<file path="src/rtl/core_pkg.sv">
// Shared definitions for the memory stage of the RV64 pipeline.
//   XLEN            : datapath width
//   SZ_*            : access size encodings held in funct3[1:0]
//   mem_state_e     : memory-access FSM states
//   ex_mem_t        : contents of the EX/MEM pipeline register
//   size_mask()     : byte-enable pattern of an access size at lane 0
//   is_misaligned() : address not a multiple of the access size
package core_pkg;

   localparam int unsigned XLEN = 64;

   localparam logic [1:0] SZ_B = 2'b00;
   localparam logic [1:0] SZ_H = 2'b01;
   localparam logic [1:0] SZ_W = 2'b10;
   localparam logic [1:0] SZ_D = 2'b11;

   typedef enum logic {
      RUN  = 1'b0,
      WAIT = 1'b1
   } mem_state_e;

   typedef struct packed {
      logic            valid;
      logic [XLEN-1:0] alu_result;
      logic            zero;
      logic [XLEN-1:0] target;
      logic [XLEN-1:0] store_data;
      logic [31:0]     instruction;
      logic            branch;
      logic            mem_read;
      logic            mem_write;
      logic            reg_write;
      logic            mem_to_reg;
   } ex_mem_t;

   function automatic logic [7:0] size_mask(input logic [1:0] sz);
      logic [7:0] m;
      case (sz)
         SZ_B:    m = 8'h01;
         SZ_H:    m = 8'h03;
         SZ_W:    m = 8'h0F;
         default: m = 8'hFF;
      endcase
      return m;
   endfunction

   function automatic logic is_misaligned(input logic [1:0] sz, input logic [2:0] off);
      logic r;
      case (sz)
         SZ_B:    r = 1'b0;
         SZ_H:    r = off[0];
         SZ_W:    r = |off[1:0];
         default: r = |off;
      endcase
      return r;
   endfunction

endpackage

</file>
<file path="src/rtl/mem_stage_load_align.sv">
// load_align: selects the addressed lane of a 64-bit load word, moves it to
// bit 0 and extends it to XLEN.
//   rdata   in  64  raw doubleword from data memory
//   addr_lo in  3   byte offset within the doubleword
//   funct3  in  3   [1:0] access size, [2] 1 = zero-extend
//   value   out 64  extended load value
module load_align
   import core_pkg::*;
(
   input  logic [XLEN-1:0] rdata,
   input  logic [2:0]      addr_lo,
   input  logic [2:0]      funct3,
   output logic [XLEN-1:0] value
);

   logic [XLEN-1:0] lane;

   always_comb begin
      lane  = rdata >> {addr_lo, 3'b000};
      value = lane;
      case (funct3[1:0])
         SZ_B:    value = funct3[2] ? {56'd0, lane[7:0]}  : {{56{lane[7]}},  lane[7:0]};
         SZ_H:    value = funct3[2] ? {48'd0, lane[15:0]} : {{48{lane[15]}}, lane[15:0]};
         SZ_W:    value = funct3[2] ? {32'd0, lane[31:0]} : {{32{lane[31]}}, lane[31:0]};
         default: value = lane;
      endcase
   end

endmodule

</file>
<file path="src/rtl/mem_stage.sv">
// mem_stage: EX/MEM register, data-memory access with a variable-latency
// ready handshake, branch resolution and the MEM/WB register.
//   clk, reset             : clock, asynchronous active-high reset
//   ex_*                   : Execute-stage results and control bits
//   dmem_*                 : data-memory request/response port
//   stall, flush, pc_src   : pipeline control to earlier stages
//   branch_target          : registered branch target
//   EX_MEM_*, MEM_WB_*     : values seen by forwarding and writeback
//   bus_error              : sticky access-timeout flag
//   misaligned             : pulses while a misaligned access sits in MEM
//   stall_cycles           : saturating count of stalled cycles
module mem_stage
   import core_pkg::*;
#(
   parameter int unsigned TIMEOUT = 255,
   parameter int unsigned CNT_W   = 32
) (
   input  logic             clk,
   input  logic             reset,
   input  logic             ex_valid,
   input  logic [XLEN-1:0]  ex_alu_result,
   input  logic             ex_zero,
   input  logic [XLEN-1:0]  ex_target,
   input  logic [XLEN-1:0]  ex_store_data,
   input  logic [31:0]      ex_instruction,
   input  logic             ex_branch,
   input  logic             ex_mem_read,
   input  logic             ex_mem_write,
   input  logic             ex_reg_write,
   input  logic             ex_mem_to_reg,
   output logic             dmem_req,
   output logic             dmem_we,
   output logic [XLEN-1:0]  dmem_addr,
   output logic [XLEN-1:0]  dmem_wdata,
   output logic [7:0]       dmem_be,
   input  logic             dmem_ready,
   input  logic [XLEN-1:0]  dmem_rdata,
   output logic             stall,
   output logic             pc_src,
   output logic [XLEN-1:0]  branch_target,
   output logic             flush,
   output logic [XLEN-1:0]  EX_MEM_ALU_result,
   output logic [31:0]      EX_MEM_Instruction,
   output logic             EX_MEM_RegWrite,
   output logic [31:0]      MEM_WB_Instruction,
   output logic             MEM_WB_RegWrite,
   output logic [XLEN-1:0]  MEM_WB_WriteBack,
   output logic             bus_error,
   output logic             misaligned,
   output logic [CNT_W-1:0] stall_cycles
);

   localparam int unsigned TO_W = $clog2(TIMEOUT + 1);

   ex_mem_t         ex_mem_q, ex_mem_d;
   mem_state_e      state_q, state_d;
   logic [TO_W-1:0] to_cnt_q, to_cnt_d;
   logic            bus_error_q, bus_error_d;
   logic [CNT_W-1:0] stall_cnt_q, stall_cnt_d;
   logic [31:0]     wb_instr_q, wb_instr_d;
   logic            wb_rw_q, wb_rw_d;
   logic [XLEN-1:0] wb_data_q, wb_data_d;

   logic [2:0]      funct3;
   logic [2:0]      addr_lo;
   logic            is_mem, memop, timeout;
   logic [XLEN-1:0] load_value;

   load_align u_load_align (
      .rdata   (dmem_rdata),
      .addr_lo (addr_lo),
      .funct3  (funct3),
      .value   (load_value)
   );

   always_comb begin
      funct3     = ex_mem_q.instruction[14:12];
      addr_lo    = ex_mem_q.alu_result[2:0];
      is_mem     = ex_mem_q.valid & (ex_mem_q.mem_read | ex_mem_q.mem_write);
      misaligned = is_mem & is_misaligned(funct3[1:0], addr_lo);
      memop      = is_mem & ~misaligned;
      // The cycle on which the WAIT counter has seen TIMEOUT-1 earlier wait
      // cycles is the TIMEOUT-th; the request is dropped there, so the
      // total stall of an abandoned access is exactly TIMEOUT cycles.
      timeout    = (state_q == WAIT) & ~dmem_ready & (to_cnt_q == TO_W'(TIMEOUT - 1));
      dmem_req   = memop & ~timeout;
      stall      = dmem_req & ~dmem_ready;
      flush      = ex_mem_q.valid & ex_mem_q.branch & ex_mem_q.zero;
      pc_src     = flush;
      dmem_we    = dmem_req & ex_mem_q.mem_write;
      dmem_addr  = {ex_mem_q.alu_result[XLEN-1:3], 3'b000};
      dmem_be    = memop ? (size_mask(funct3[1:0]) << addr_lo) : '0;
      dmem_wdata = (memop & ex_mem_q.mem_write) ? (ex_mem_q.store_data << {addr_lo, 3'b000}) : '0;
   end

   always_comb begin
      state_d  = state_q;
      to_cnt_d = to_cnt_q;
      case (state_q)
         RUN: begin
            if (stall) begin
               state_d  = WAIT;
               to_cnt_d = '0;
            end
         end
         default: begin
            if (dmem_ready || timeout || !memop) state_d = RUN;
            else                                 to_cnt_d = to_cnt_q + 1'b1;
         end
      endcase
   end

   always_comb begin
      bus_error_d = bus_error_q | timeout;
      stall_cnt_d = stall_cnt_q;
      if (stall && (stall_cnt_q != '1)) stall_cnt_d = stall_cnt_q + 1'b1;

      ex_mem_d = ex_mem_q;
      if (!stall) begin
         if (flush) begin
            ex_mem_d = '0;
         end else begin
            ex_mem_d.valid       = ex_valid;
            ex_mem_d.alu_result  = ex_alu_result;
            ex_mem_d.zero        = ex_zero;
            ex_mem_d.target      = ex_target;
            ex_mem_d.store_data  = ex_store_data;
            ex_mem_d.instruction = ex_instruction;
            ex_mem_d.branch      = ex_branch;
            ex_mem_d.mem_read    = ex_mem_read;
            ex_mem_d.mem_write   = ex_mem_write;
            ex_mem_d.reg_write   = ex_reg_write;
            ex_mem_d.mem_to_reg  = ex_mem_to_reg;
         end
      end

      wb_instr_d = '0;
      wb_rw_d    = 1'b0;
      wb_data_d  = '0;
      if (!stall) begin
         wb_instr_d = ex_mem_q.instruction;
         wb_rw_d    = ex_mem_q.reg_write & ex_mem_q.valid & ~misaligned;
         if (ex_mem_q.mem_to_reg) wb_data_d = timeout ? '0 : load_value;
         else                     wb_data_d = ex_mem_q.alu_result;
      end
   end

   always_ff @(posedge clk or posedge reset) begin
      if (reset) begin
         ex_mem_q    <= '0;
         state_q     <= RUN;
         to_cnt_q    <= '0;
         bus_error_q <= 1'b0;
         stall_cnt_q <= '0;
         wb_instr_q  <= '0;
         wb_rw_q     <= 1'b0;
         wb_data_q   <= '0;
      end else begin
         ex_mem_q    <= ex_mem_d;
         state_q     <= state_d;
         to_cnt_q    <= to_cnt_d;
         bus_error_q <= bus_error_d;
         stall_cnt_q <= stall_cnt_d;
         wb_instr_q  <= wb_instr_d;
         wb_rw_q     <= wb_rw_d;
         wb_data_q   <= wb_data_d;
      end
   end

   assign branch_target      = ex_mem_q.target;
   assign EX_MEM_ALU_result  = ex_mem_q.alu_result;
   assign EX_MEM_Instruction = ex_mem_q.instruction;
   assign EX_MEM_RegWrite    = ex_mem_q.reg_write & ex_mem_q.valid;
   assign MEM_WB_Instruction = wb_instr_q;
   assign MEM_WB_RegWrite    = wb_rw_q;
   assign MEM_WB_WriteBack   = wb_data_q;
   assign bus_error          = bus_error_q;
   assign stall_cycles       = stall_cnt_q;

endmodule

</file>
<file path="config.mk">
export PLATFORM = sky130hd
export DESIGN_NAME = mem_stage
export DESIGN_NICKNAME = d
export VERILOG_FILES = /design/src/rtl/core_pkg.sv /design/src/rtl/mem_stage_load_align.sv /design/src/rtl/mem_stage.sv
export SDC_FILE = /design/constraint.sdc
export NUM_CORES = 1
export LEC_CHECK = 0
export ABC_AREA = 1
export CORE_AREA = 2 2 282 284
export CTS_CLUSTER_DIAMETER = 60
export DETAILED_ROUTE_END_ITERATION = 12
export DIE_AREA = 0 0 284 286
export PLACE_DENSITY = 0.63
export SETUP_SLACK_MARGIN = 0.2
export SLEW_MARGIN = 20
export SYNTH_ARGS = -nofsm -noshare
export SYNTH_HDL_FRONTEND = slang
export SYNTH_HIERARCHICAL = 1
export SYNTH_SLANG_ARGS = --single-unit
</file>
<file path="constraint.sdc">
create_clock -name clk -period 30.1 [get_ports clk]
set_clock_uncertainty 0.2 [all_clocks]
set_input_delay 4.515 -clock clk [delete_from_list [all_inputs] [get_ports clk]]
set_output_delay 4.515 -clock clk [all_outputs]
set_load 0.02 [all_outputs]
</file>
# ---- Word level (Yosys, flattened, before mapping)
# Index checks and enable logic that the tools add are counted.
dict set report word_totals {
  wordCells 75
  output_inout_bits 433
  in_bits 298
  regBits 370
}
dict set report classes {
  mux 20
  n_reduce_logical 9
  shift 3
  bitwise 18
  n_eq_ne 5
  addsub 2
}
# cell n
set ops {}
lappend ops {{$mux 64} 7}
lappend ops {{$mux 231} 1}
lappend ops {{$pmux 64 s3} 1}
lappend ops {{$shl 64x6->64} 1}
lappend ops {{$shr 64x6->64} 1}
lappend ops {{$add 32x1->32 const B} 1}
lappend ops {{$mux 32} 1}
lappend ops {{$mux 8} 4}
lappend ops {{$ne 32x32->1 const B} 1}
lappend ops {{$pmux 8 s3} 1}
lappend ops {{$and 1x1->1} 13}
lappend ops {{$add 8x1->8 const B} 1}
lappend ops {{$eq 8x8->1 const B} 1}
lappend ops {{$shl 8x3->8} 1}
lappend ops {{$mux 1} 4}
lappend ops {{$not 1->1} 3}
lappend ops {{$pmux 1 s3} 1}
lappend ops {{$reduce_or 3->1} 1}
lappend ops {{$eq 2x1->1 const B} 1}
lappend ops {{$eq 2x2->1 const B} 1}
lappend ops {{$logic_not 2->1} 1}
lappend ops {{$logic_or 1x1->1} 2}
lappend ops {{$ne 2x2->1 const B} 1}
lappend ops {{$or 1x1->1} 2}
lappend ops {{5 further kinds} 5}

# ---- Logic depth before layout (Yosys ltp)
dict set report logic_depth {
  depth_word 9
  mapped_depth 14
  mapped_depth_nobuf 11
}

# ---- Modules after synthesis
# Netlist, hierarchy kept.
# module area_per_inst_um2 seq_area_each_um2 cells_per_inst instances
set modules_own_cells {}
lappend modules_own_cells {mem_stage 18998.2 9258.9 2435 1}
lappend modules_own_cells {load_align 2378.5 0.0 475 1}

# ---- Worst setup path before layout
# Ideal clock, no wire load.
dict set report synth_path {
  path_type {input port to output port}
  from {input dmem_ready}
  to {output stall}
  cell_stages 6
  arrival_ns 5.359
  slack_ns 20.026
  n_path_buf 2
  required_ns 25.385
  path_cell_list {nor2_1 nand3_1 nand2_2 nor2_8 buf_2 buf_2}
}
dict set report synth_between {
  elab_chain_len 6
}
# element line
set synth_rtl {}
lappend synth_rtl {{start: declaration} mem_stage.sv:36} ;# input logic dmem_ready,
lappend synth_rtl {{$not 1->1 (*)} {mem_stage.sv:85, mem_stage.sv:87}}
lappend synth_rtl {{$and 1x1->1 (2 in a row)} mem_stage.sv:85} ;# timeout = (state_q == WAIT) & ~dmem_ready & (to_cnt_q == TO_W'(TIMEOUT - 1));
lappend synth_rtl {{$not 1->1} mem_stage.sv:86} ;# dmem_req = memop & ~timeout;
lappend synth_rtl {{$and 1x1->1} mem_stage.sv:86}
lappend synth_rtl {{$and 1x1->1 (*)} mem_stage.sv:87} ;# stall = dmem_req & ~dmem_ready;
lappend synth_rtl {{end: declaration} mem_stage.sv:38} ;# output logic stall,
# Every way passes the cells marked *; elsewhere a longest branch is shown, timed or not.

# ---- Final worst setup path
# Same ends and word-level chain as after synthesis.

==> results.md <==
- H-tree Lvls: 2
- Vias: roughly 21,000
- MaxCap Viol Count: 0
- # clock sinks: 370
- Reg2reg path depth: 9
- Postcts setup bufs: 0
- Peak supply drop: just over 40 uV
- Finished Cell Area: 0.0293 mm2
- Post-DR vias/cell: roughly 4.7
- DR iter-0 viols: ~1,800
- Main area contributors after synthesis: dfrtp_1 (43%), nand2_1 (17%), buf_4 (8.8%)
- WP data arrival: approximately 6.6 ns
- Endpoints failing setup: 0
- Max-slew violation count: 0
- Post-synth top area cell: dfrtp_1
- Number of antenna violations at the first check in global routing: 16
- Reg clk slew, reported paths: around 0.060 ns
- Core area: about 0.078 mm2
- DR pass1 iterations: 6
- RSZ-0062 raised after global routing: no
- Int Pwr: between 1000 and 1500 uW
- CTS resizes: 0
- Worst setup startpoint: dmem_ready
- Routability Congestion: between 0.9 and 1
- Die Span Y: approximately 290 um
- Slew @ Worst Pin: roughly 1.0 ns
- Crit Reg-Reg Endpoint: MEM_WB_WriteBack[35]
- DRC Markers: 0
- Slowest CP cell: clkdlybuf4s50_1
- Status: complete, no violations
- Switching Fraction: between 30 and 40%
- Tcrit/Tclk final: 37.5%
- Nets@finish: ~3,600
- Worst Setup EP: stall
- Critical-path cell list: clkdlybuf4s50_1, nor2_1, nand3_1, nand2_2, nor2_8, clkdlybuf4s50_1
- Sequential share of power: around 31%
- Clk_lat worst skew: 0.59 ns
- Seq/Total Area, Yosys: 43.3%
- PortBufs: 727
- Pwr Total: around 2200 uW
- Average wire per standard cell: approximately 19 um
- Worst path max stage delay: just over 0.7 ns
- Post-Synthesis Cells: 2,910
- Most frequent CP cell: clkdlybuf4s50_1
- Top-area cell type share of the netlist area: between 40% and 50%
- Die area: 0.0812 mm2
- Most frequent cells after synthesis: nand2_1 (972), dfrtp_1 (370), o21ai_0 (272)
- Syn-to-layout area delta: 37.2%
- Die width: around 280 um
- Syn_area_per_cell: 7.35 um2
- First-pass GRT wire length: around 120,000 um
- Required time of the critical path: approximately 25 ns
- Worst hold path type: register to register
- Detailed placement HPWL: ~60,000 um
- Setup TNS: 0 ns
- RR Startpoint: EX_MEM_ALU_result[0]
- Ys async rst share: 100%
- LEAKAGE: between 0.01 and 0.015 uW
- Area of the mapped netlist: approximately 0.021 mm2
- FP Rows: 103
- Hold_ws: about 0.27 ns
- Root buf cell: clkbuf_16
- Yosys cell types: 44
- Num CTS Buffers: 52
- Largest net degree at the start of global routing: 123
- Worst hold path startpoint: bus_error
- Cell Pwr Density: 76.2 mW/mm2
- Starting Density: between 20% and 30%
- Clock network power share: roughly 28%
- GRT Total Usage: between 10% and 20%
- Setup slack, reg-to-reg: between 20 and 30 ns
- Final min period: 11.28 ns
- I/O pins: between 700 and 800
- Synth warn: 6
- Critical path class: primary input to output port
- Area post-placement: approximately 0.027 mm2
- Share of cells above drive strength 1: ~5.2%
- WL final: approximately 85,000 um
- Comb pwr share: approximately two fifths
- Worst slew margin: about 33%
- FMAX: between 0.08 and 0.09 GHz
- ANT nets after route: 0
- Main synth FF type: dfrtp_1
- Critical Path Sink Type: output port
- Total gr overflow: 0
- CTS Hold Bufs: 0
- Vias in the first global route: approximately 19,000
- Most instantiated library cell after synthesis: nand2_1
- Yosys reg bits: 370
- CTS Buffer Depth: 3
- CTS tree: built
- Fin. Hold Viols: 0
- Crit-path max FO: 36
- Post-synth EDFFs: 0
- Worst setup SP type: primary input
- Sw power: approximately 900 uW
- Util after Layout: a little under two fifths
how the worst min path moves through the flow:
| stage | to | slack (ns) | depth (start not counted) |
|---|---|---|---|
| after floorplan | ex_mem_q[99] | 0.25 | 2 |
| after global placement | bus_error | 0.25 | 1 |
| after detailed placement | bus_error | 0.26 | 1 |
| after CTS | bus_error | 0.27 | 1 |
| after global routing | bus_error | 0.30 | 1 |
| final | bus_error | 0.27 | 1 |
critical path: cells and delay by family:
family	cells	cell delay [ns]
buffers and inverters	2	1.22
AND/OR/NAND/NOR	4	0.82
sequential cells by signal, summed over array words and instances (netlist names):
signal	count
ex_mem_q	71
EX_MEM_ALU_result	64
MEM_WB_WriteBack	64
branch_target	64
EX_MEM_Instruction	32
MEM_WB_Instruction	32
stall_cycles	32
to_cnt_q	8
MEM_WB_RegWrite	1
bus_error	1
state_q	1
through the flow:
stage / instances / setup WS [ns]
CTS: 4388 / 18.79
finish: 4401 / 18.82
global placement: 4294 / 18.81
detailed placement: 4294 / 18.80
global route: 4399 / 18.71
floorplan: 2912 / 15.11
routing by layer:
layer	up-vias	track usage (%)	wire (um)	share of wire [%]
met2	745	32.9	40700	48
met5	-	0	11	0.013
li1	9926	-	-	-
met4	2	6.95	2450	2.9
met1	9724	26.2	36100	42
met3	121	4.01	5790	6.8
power by group through the flow:
stage	clock network [uW]	logic (uW)	registers (uW)
global placement	0	907	701
CTS	653	913	696
floorplan	0	540	725
finish	634	908	695
global route	672	978	710
detailed placement	0	909	704
cell families (layout without fill, tap and decap cells):
| family | Yosys count | after routing | share of synthesized area, % |
|---|---|---|---|
| xor gates and xnor gates | 15 | 15 | 0.615 |
| buffers and inverters | 568 | 994 | 15.3 |
| adders and majority gates | 3 | 3 | 0.176 |
| muxes | 1 | 1 | 0.0468 |
| other | 1 | 16 | 0.0175 |
| and+or+nand+nor | 1418 | 1418 | 27.3 |
| AOI/OAI and AO/OA | 534 | 534 | 13.2 |
| DFF | 370 | 370 | 43.3 |
layout make-up:
type,count,area (um2)
timing repair buffer,748,7450
clock inverter,25,300
tap,1050,1310
clock buffer,69,1510
multi-input combinational,1974,8870
sequential,370,9270
fill,8296,49000
inverter,152,591
antenna,13,32.5
cells in the final DEF, fill, tap and decap left out, types with 34 or more instances in the layout:
cell type and instances:
clkbuf_16 52, o21ai_0 272, o211ai_1 51, nand3_1 167, nor2_1 182, o21ai_1 88
dfrtp_1 367, nand4_1 34, nand2_1 972, inv_1 141, a21oi_1 110, clkdlybuf4s50_1 727
Note: power is estimated with default switching activity, not from simulation.
